## config.mk

```make
export PLATFORM = sky130hd
export DESIGN_NAME = mac_seq
export DESIGN_NICKNAME = d
export VERILOG_FILES = /design/src/rtl/mac_seq_pkg.sv /design/src/rtl/mac_seq_fifo.sv /design/src/rtl/mac_seq.sv
export SDC_FILE = /design/constraint.sdc
export NUM_CORES = 1
export LEC_CHECK = 0
export ABC_AREA = 1
export CORE_ASPECT_RATIO = 0.9
export CORE_UTILIZATION = 25
export CTS_BUF_LIST = sky130_fd_sc_hd__clkbuf_8 sky130_fd_sc_hd__clkbuf_16
export CTS_CLUSTER_DIAMETER = 200
export CTS_CLUSTER_SIZE = 10
export DETAILED_ROUTE_END_ITERATION = 10
export SYNTH_ARGS = -nofsm -noshare
export SYNTH_HDL_FRONTEND = slang
export SYNTH_SLANG_ARGS = --single-unit
```

## constraint.sdc

```tcl
create_clock -name clk -period 3 [get_ports clk]
set_clock_uncertainty 0.1 [all_clocks]
set_input_delay 0.45 -clock clk [delete_from_list [all_inputs] [get_ports clk]]
set_output_delay 0.45 -clock clk [all_outputs]
set_load 0.05 [all_outputs]
```

## src/rtl/mac_seq_pkg.sv

```systemverilog
// rtl/mac_seq_pkg.sv - shared types and widths for the mac segment sequencer
package mac_seq_pkg;

  localparam int P_BC    = 8;
  localparam int P_BT    = 8;
  localparam int P_DEPTH = 4;
  localparam int P_LAT   = 2;

  typedef enum logic {
    IDLE = 1'b0,
    RUN  = 1'b1
  } state_t;

  typedef struct packed {
    logic [P_BC-1:0] c0;
    logic [P_BC-1:0] c1;
    logic [P_BT-1:0] n;
  } desc_t;

  function automatic int level_w(input int depth);
    return $clog2(depth) + 1;
  endfunction

endpackage

```

## src/rtl/mac_seq_fifo.sv

```systemverilog
// rtl/mac_seq_fifo.sv - first-word-fall-through descriptor FIFO
module mac_seq_fifo
  import mac_seq_pkg::*;
#(
  parameter int W     = 24,
  parameter int DEPTH = 4
) (
  input  logic                        clk,
  input  logic                        rst,
  input  logic                        push,
  input  logic                        pop,
  input  logic [W-1:0]                din,
  output logic [W-1:0]                dout,
  output logic                        empty,
  output logic                        full,
  output logic [level_w(DEPTH)-1:0]   level
);

  localparam int AW = $clog2(DEPTH);
  localparam int LW = level_w(DEPTH);

  logic [W-1:0]  r_mem [DEPTH];
  logic [AW-1:0] r_wptr;
  logic [AW-1:0] r_rptr;
  logic [LW-1:0] r_level;
  logic          w_do_push;
  logic          w_do_pop;

  // full comes from the registered level, so a same-edge pop never frees a slot early
  assign empty     = (r_level == '0);
  assign full      = (r_level == LW'(DEPTH));
  assign w_do_push = push && !full;
  assign w_do_pop  = pop && !empty;
  assign dout      = r_mem[r_rptr];
  assign level     = r_level;

  always_ff @(posedge clk) begin
    if (rst) begin
      r_wptr  <= '0;
      r_rptr  <= '0;
      r_level <= '0;
    end else begin
      if (w_do_push) r_wptr <= r_wptr + AW'(1);
      if (w_do_pop)  r_rptr <= r_rptr + AW'(1);
      r_level <= r_level + LW'(w_do_push) - LW'(w_do_pop);
    end
  end

  always_ff @(posedge clk) begin
    if (w_do_push && !rst) r_mem[r_wptr] <= din;
  end

endmodule

```

## src/rtl/mac_seq.sv

```systemverilog
// rtl/mac_seq.sv - sweeps t over each queued segment and drives the mac inputs
module mac_seq
  import mac_seq_pkg::*;
#(
  parameter int BC    = P_BC,
  parameter int BT    = P_BT,
  parameter int DEPTH = P_DEPTH,
  parameter int LAT   = P_LAT
) (
  input  logic                        clk,
  input  logic                        rst,
  input  logic                        s_valid,
  output logic                        s_ready,
  input  logic [BC-1:0]               s_c0,
  input  logic [BC-1:0]               s_c1,
  input  logic [BT-1:0]               s_n,
  output logic [BC-1:0]               mac_c0,
  output logic [BC-1:0]               mac_c1,
  output logic [BT-1:0]               mac_t,
  output logic                        mac_valid,
  output logic                        m_valid,
  output logic                        m_last,
  output logic                        busy,
  output logic                        done,
  output logic [level_w(DEPTH)-1:0]   level
);

  localparam int DW = 2 * BC + BT;

  state_t        r_state;
  state_t        w_state_nxt;
  logic [BC-1:0] r_c0;
  logic [BC-1:0] r_c1;
  logic [BT-1:0] r_t;
  logic [BT-1:0] r_cnt;
  logic          r_done;
  logic [LAT-1:0] r_vld_dly;
  logic [LAT-1:0] r_last_dly;

  logic [DW-1:0] w_din;
  logic [DW-1:0] w_dout;
  logic          w_empty;
  logic          w_full;
  logic          w_pop;
  logic          w_load;
  logic          w_done_nxt;
  logic          w_last_int;
  logic [BC-1:0] w_head_c0;
  logic [BC-1:0] w_head_c1;
  logic [BT-1:0] w_head_n;

  assign w_din     = {s_c0, s_c1, s_n};
  assign w_head_c0 = w_dout[DW-1 -: BC];
  assign w_head_c1 = w_dout[BT+BC-1 -: BC];
  assign w_head_n  = w_dout[BT-1:0];

  mac_seq_fifo #(.W(DW), .DEPTH(DEPTH)) u_fifo (
    .clk   (clk),
    .rst   (rst),
    .push  (s_valid),
    .pop   (w_pop),
    .din   (w_din),
    .dout  (w_dout),
    .empty (w_empty),
    .full  (w_full),
    .level (level)
  );

  assign s_ready = !w_full && !rst;

  always_ff @(posedge clk) begin
    if (rst) r_state <= IDLE;
    else     r_state <= w_state_nxt;
  end

  always_comb begin
    w_state_nxt = r_state;
    w_pop       = 1'b0;
    w_load      = 1'b0;
    w_done_nxt  = 1'b0;
    case (r_state)
      IDLE: begin
        if (!w_empty) begin
          w_pop = 1'b1;
          if (w_head_n != '0) begin
            w_load      = 1'b1;
            w_state_nxt = RUN;
          end
        end
      end
      RUN: begin
        if (w_last_int) begin
          if (!w_empty) begin
            w_pop = 1'b1;
            if (w_head_n != '0) w_load = 1'b1;
            else                w_state_nxt = IDLE;
          end else begin
            w_state_nxt = IDLE;
            w_done_nxt  = 1'b1;
          end
        end
      end
      default: w_state_nxt = IDLE;
    endcase
  end

  always_comb begin
    mac_valid  = (r_state == RUN);
    busy       = (r_state == RUN);
    w_last_int = (r_state == RUN) && (r_t == r_cnt);
  end

  always_ff @(posedge clk) begin
    if (rst) begin
      r_c0   <= '0;
      r_c1   <= '0;
      r_t    <= '0;
      r_cnt  <= '0;
      r_done <= 1'b0;
    end else begin
      r_done <= w_done_nxt;
      if (w_load) begin
        r_c0  <= w_head_c0;
        r_c1  <= w_head_c1;
        r_t   <= '0;
        r_cnt <= w_head_n - BT'(1);
      end else if (r_state == RUN && !w_last_int) begin
        r_t <= r_t + BT'(1);
      end
    end
  end

  // Strobes are delayed to line up with the mac y output
  always_ff @(posedge clk) begin
    if (rst) begin
      r_vld_dly  <= '0;
      r_last_dly <= '0;
    end else begin
      r_vld_dly[0]  <= mac_valid;
      r_last_dly[0] <= w_last_int;
      for (int i = 1; i < LAT; i++) begin
        r_vld_dly[i]  <= r_vld_dly[i-1];
        r_last_dly[i] <= r_last_dly[i-1];
      end
    end
  end

  assign mac_c0  = r_c0;
  assign mac_c1  = r_c1;
  assign mac_t   = r_t;
  assign done    = r_done;
  assign m_valid = r_vld_dly[LAT-1];
  assign m_last  = r_last_dly[LAT-1];

endmodule

```

==> flow_summary.yaml <==
setup_path:
  rr_startpoint: "mac_t[4]"
  cp.buffers_inverters: 5
  path_max_fanout: 6
  cp-start-kind: "flip-flop"
  cpPeakStageDelay_ns: 0.35
  critPathSlowestCell: "dfxtp_1"
  crit_start: "mac_t[4]"
  r2r_end: "u_fifo.level[2]"
  ff2ff_path_depth: 17
  ff2ff_setup_slack_ns: 0.63
  critical_path.cell_chain: "inv_1 -> nand2_1 -> nand2_1 -> nand2_1 -> nor2_1 -> nand2_1 -> nand2_1 -> nand2_1 -> inv_1 -> ha_1 -> inv_1 -> ha_1 -> inv_1 -> fa_1 -> inv_1 -> o21ai_0 -> a21oi_1"
  cp.arrival_ns: 2.62
  path_common_cell: "nand2_1"
  cp_top_family: "adder cells"
  crit_type: "flip-flop to flip-flop"
  required_ns: 3.25
  setup.worst_path.end_class: "flip-flop"
detailed_routing:
  drt_pass1_iterations: 4
  vias_per_cell: 4.126
  ant_nets: 0
  vias: 4002
  totalWireLength_mm: 12.40
  drtIter0Drc: 330
  wl_per_cell_um: 12.79
  drt_drc_violations_left: 0
die:
  io_pins: 60
  chipHeight_um: 147.5
  core_area_um2: 22770
  start_util: 0.2584
  die-area_um2: 24160
  fp-row-count: 52
  die_width_um: 163.7
clock_network:
  cts.repair.resized: 0
  clock_path_buffers: 2
  clock_sinks: 143
  h-tree-depth: 4
  cts_buffers: 17
  cts.reportedPaths.clkPinSlew_ns: 0.06
  clk_latency_ns: 0.41
  cts_tree: "built"
  post_cts_buffers: 0
  hold_buffers: 0
  root_buffer: "clkbuf_16"
sta:
  fin_crit_sh: 0.7911
  clock.fmax_mhz: 421.4
  max_slew_margin: 0.6419
  rsz0062_at_grt: "false"
  finalSetupTns_ns: 0
  hold_viol: 0
  slew_violations: 0
  layout_setup_ws_ns: 0.6268
  timing.hold.ws_ns: 0.2998
  layout_min_cycle_time_ns: 2.373
  setup_viol: 0
  worst_pin_slew_ns: 0.5355
worst_hold_path:
  hold_class: "flip-flop to flip-flop"
  holdPathEnd: "r_vld_dly[1]"
  hold_depth: 2
  hp-start: "r_vld_dly[0]"
logic_synthesis:
  synth_cell_types: 27
  ys_seq_area_frac: 0.6498
  async_flop_share: 0
  syn_avg_cell_area_um2: 9.923
  synthesis.area_um2: 5884
  ys_seq_elements: 143
  yosysWarningCount: 0
  ys.flop_type: "edfxtp_1"
  synth_fp_nets: 630
  synthCells: 593
  synth-edff-count: 96
cells_and_area:
  final_nets: 696
  area.growth.synth_to_final_pct: 25.35
  fillCellCount: 2308
  final_cell_mix: "142 x nand2_1, 96 x edfxtp_1, 95 x nor2_1"
  multi_input_area_um2: 1715
  drive_above_1_share: 0.07440
  finalCoreUtilization: 0.3239
  regArea_um2: 3824
  final_common_cell: "nand2_1"
global_route:
  grt_max_degree: 49
  antenna_found_initial: 4
  track_usage: 0.1100
  grt_overflow_total: 0
  grt_pass1_vias: 3857
  grt_pass1_wl_mm: 20.01
place:
  place_congestion: 0.7719
  place_hpwl_mm: 8.046
  portBuffers: 59
  place_ws_ns: 0.6247
power:
  peakVddDrop_v: 0.0004052
  powerDensity_nw_per_um2: 952.3
  p_int_w: 0.004358
  seqPwrFrac: 0.360
  power_switching_w: 0.002666
  power_frac_clock: 0.268
  p_leak_nw: 2.842
  sw_frac_of_total: 0.3795
  power_frac_comb: 0.373
status:
  status: "complete, no violations"
flow_run:
  max_cap_violations: 0
==> per-stage QoR <==
step / power [W] / cells / cell area (um2)
global route: 0.007527 / 969 / 7373
global placement: 0.005200 / 937 / 6839
detailed placement: 0.005212 / 937 / 6839
finish: 0.007024 / 970 / 7376
floorplan: 0.004485 / 593 / 5884
CTS: 0.007116 / 969 / 7373
==> routing by layer <==
metal,routed length [um],vias up,GRT usage,share of wire
li1,-,2073,-,-
met1,5702,1836,0.1330,0.46
met2,5716,66,0.1716,0.46
met3,737,21,0.04630,0.059
met4,209,6,0.04537,0.017
met5,38,-,0,0.0031
==> cell type report <==
class                      instances  area share
sequential                       143      0.5184
multi-input combinational        367      0.2326
timing repair buffer              72     0.09635
clock buffer                      17     0.05768
tap                              297     0.05038
inverter                          58     0.02952
clock inverter                    15     0.01476
antenna                            1   0.0003393
==> power by group through the flow <==
stage | clock, W | combinational [W] | sequential, W
after detailed placement | 0 | 0.00264 | 0.00257
final | 0.00188 | 0.00262 | 0.00253
after floorplan | 0 | 0.00157 | 0.00291
after CTS | 0.00193 | 0.00266 | 0.00253
after global placement | 0 | 0.00263 | 0.00257
after global routing | 0.00201 | 0.00296 | 0.00256
==> tightest hold or removal path, stage by stage (launching register included) <==
cell     delay, ns
dfxtp_1       0.29
inv_1         0.04
nor2_1        0.03
==> synth_stat cells, types with 6 or more instances <==
master / n / area [um2]
nand3_1: 23 / 115.1
ha_1: 9 / 112.6
inv_1: 57 / 214.0
a21oi_1: 13 / 65.06
buf_2: 8 / 40.04
clkbuf_1: 12 / 45.04
edfxtp_1: 96 / 2883
xnor2_1: 8 / 70.07
nand2_1: 142 / 533.0
o22ai_1: 16 / 100.1
o21ai_0: 37 / 185.2
xor2_1: 6 / 52.55
nor2_1: 99 / 371.6
dfxtp_1: 47 / 940.9
==> worst max path at each step <==
stage                                    end  slack (ns)  depth (start not counted)
after detailed placement     u_fifo.level[2]        0.62                         16
final                        u_fifo.level[2]        0.63                         17
after global routing         u_fifo.level[2]        0.36                         16
after floorplan           u_fifo.r_mem[2][0]        0.21                          6
after global placement       u_fifo.level[2]        0.66                         16
after CTS                    u_fifo.level[2]        0.61                         16
==> sequential cells by signal (all words and copies together), names as in the netlist, named ones only <==
signal         flops
busy               1
done               1
mac_c0             8
mac_c1             8
mac_t              8
r_cnt              8
r_last_dly         2
r_vld_dly          2
u_fifo.level       3
u_fifo.r_mem      96
u_fifo.r_rptr      2
u_fifo.r_wptr      2
==> cell families after synthesis <==
family	share of synthesized area
AND/OR/NAND/NOR	0.1837
flip-flops	0.6498
buffers and inverters	0.06039
AO/OA/AOI/OAI	0.06273
XOR/XNOR	0.02084
adder cells (fa/ha/maj)	0.02254
Note: power is estimated with default switching activity, not from simulation.
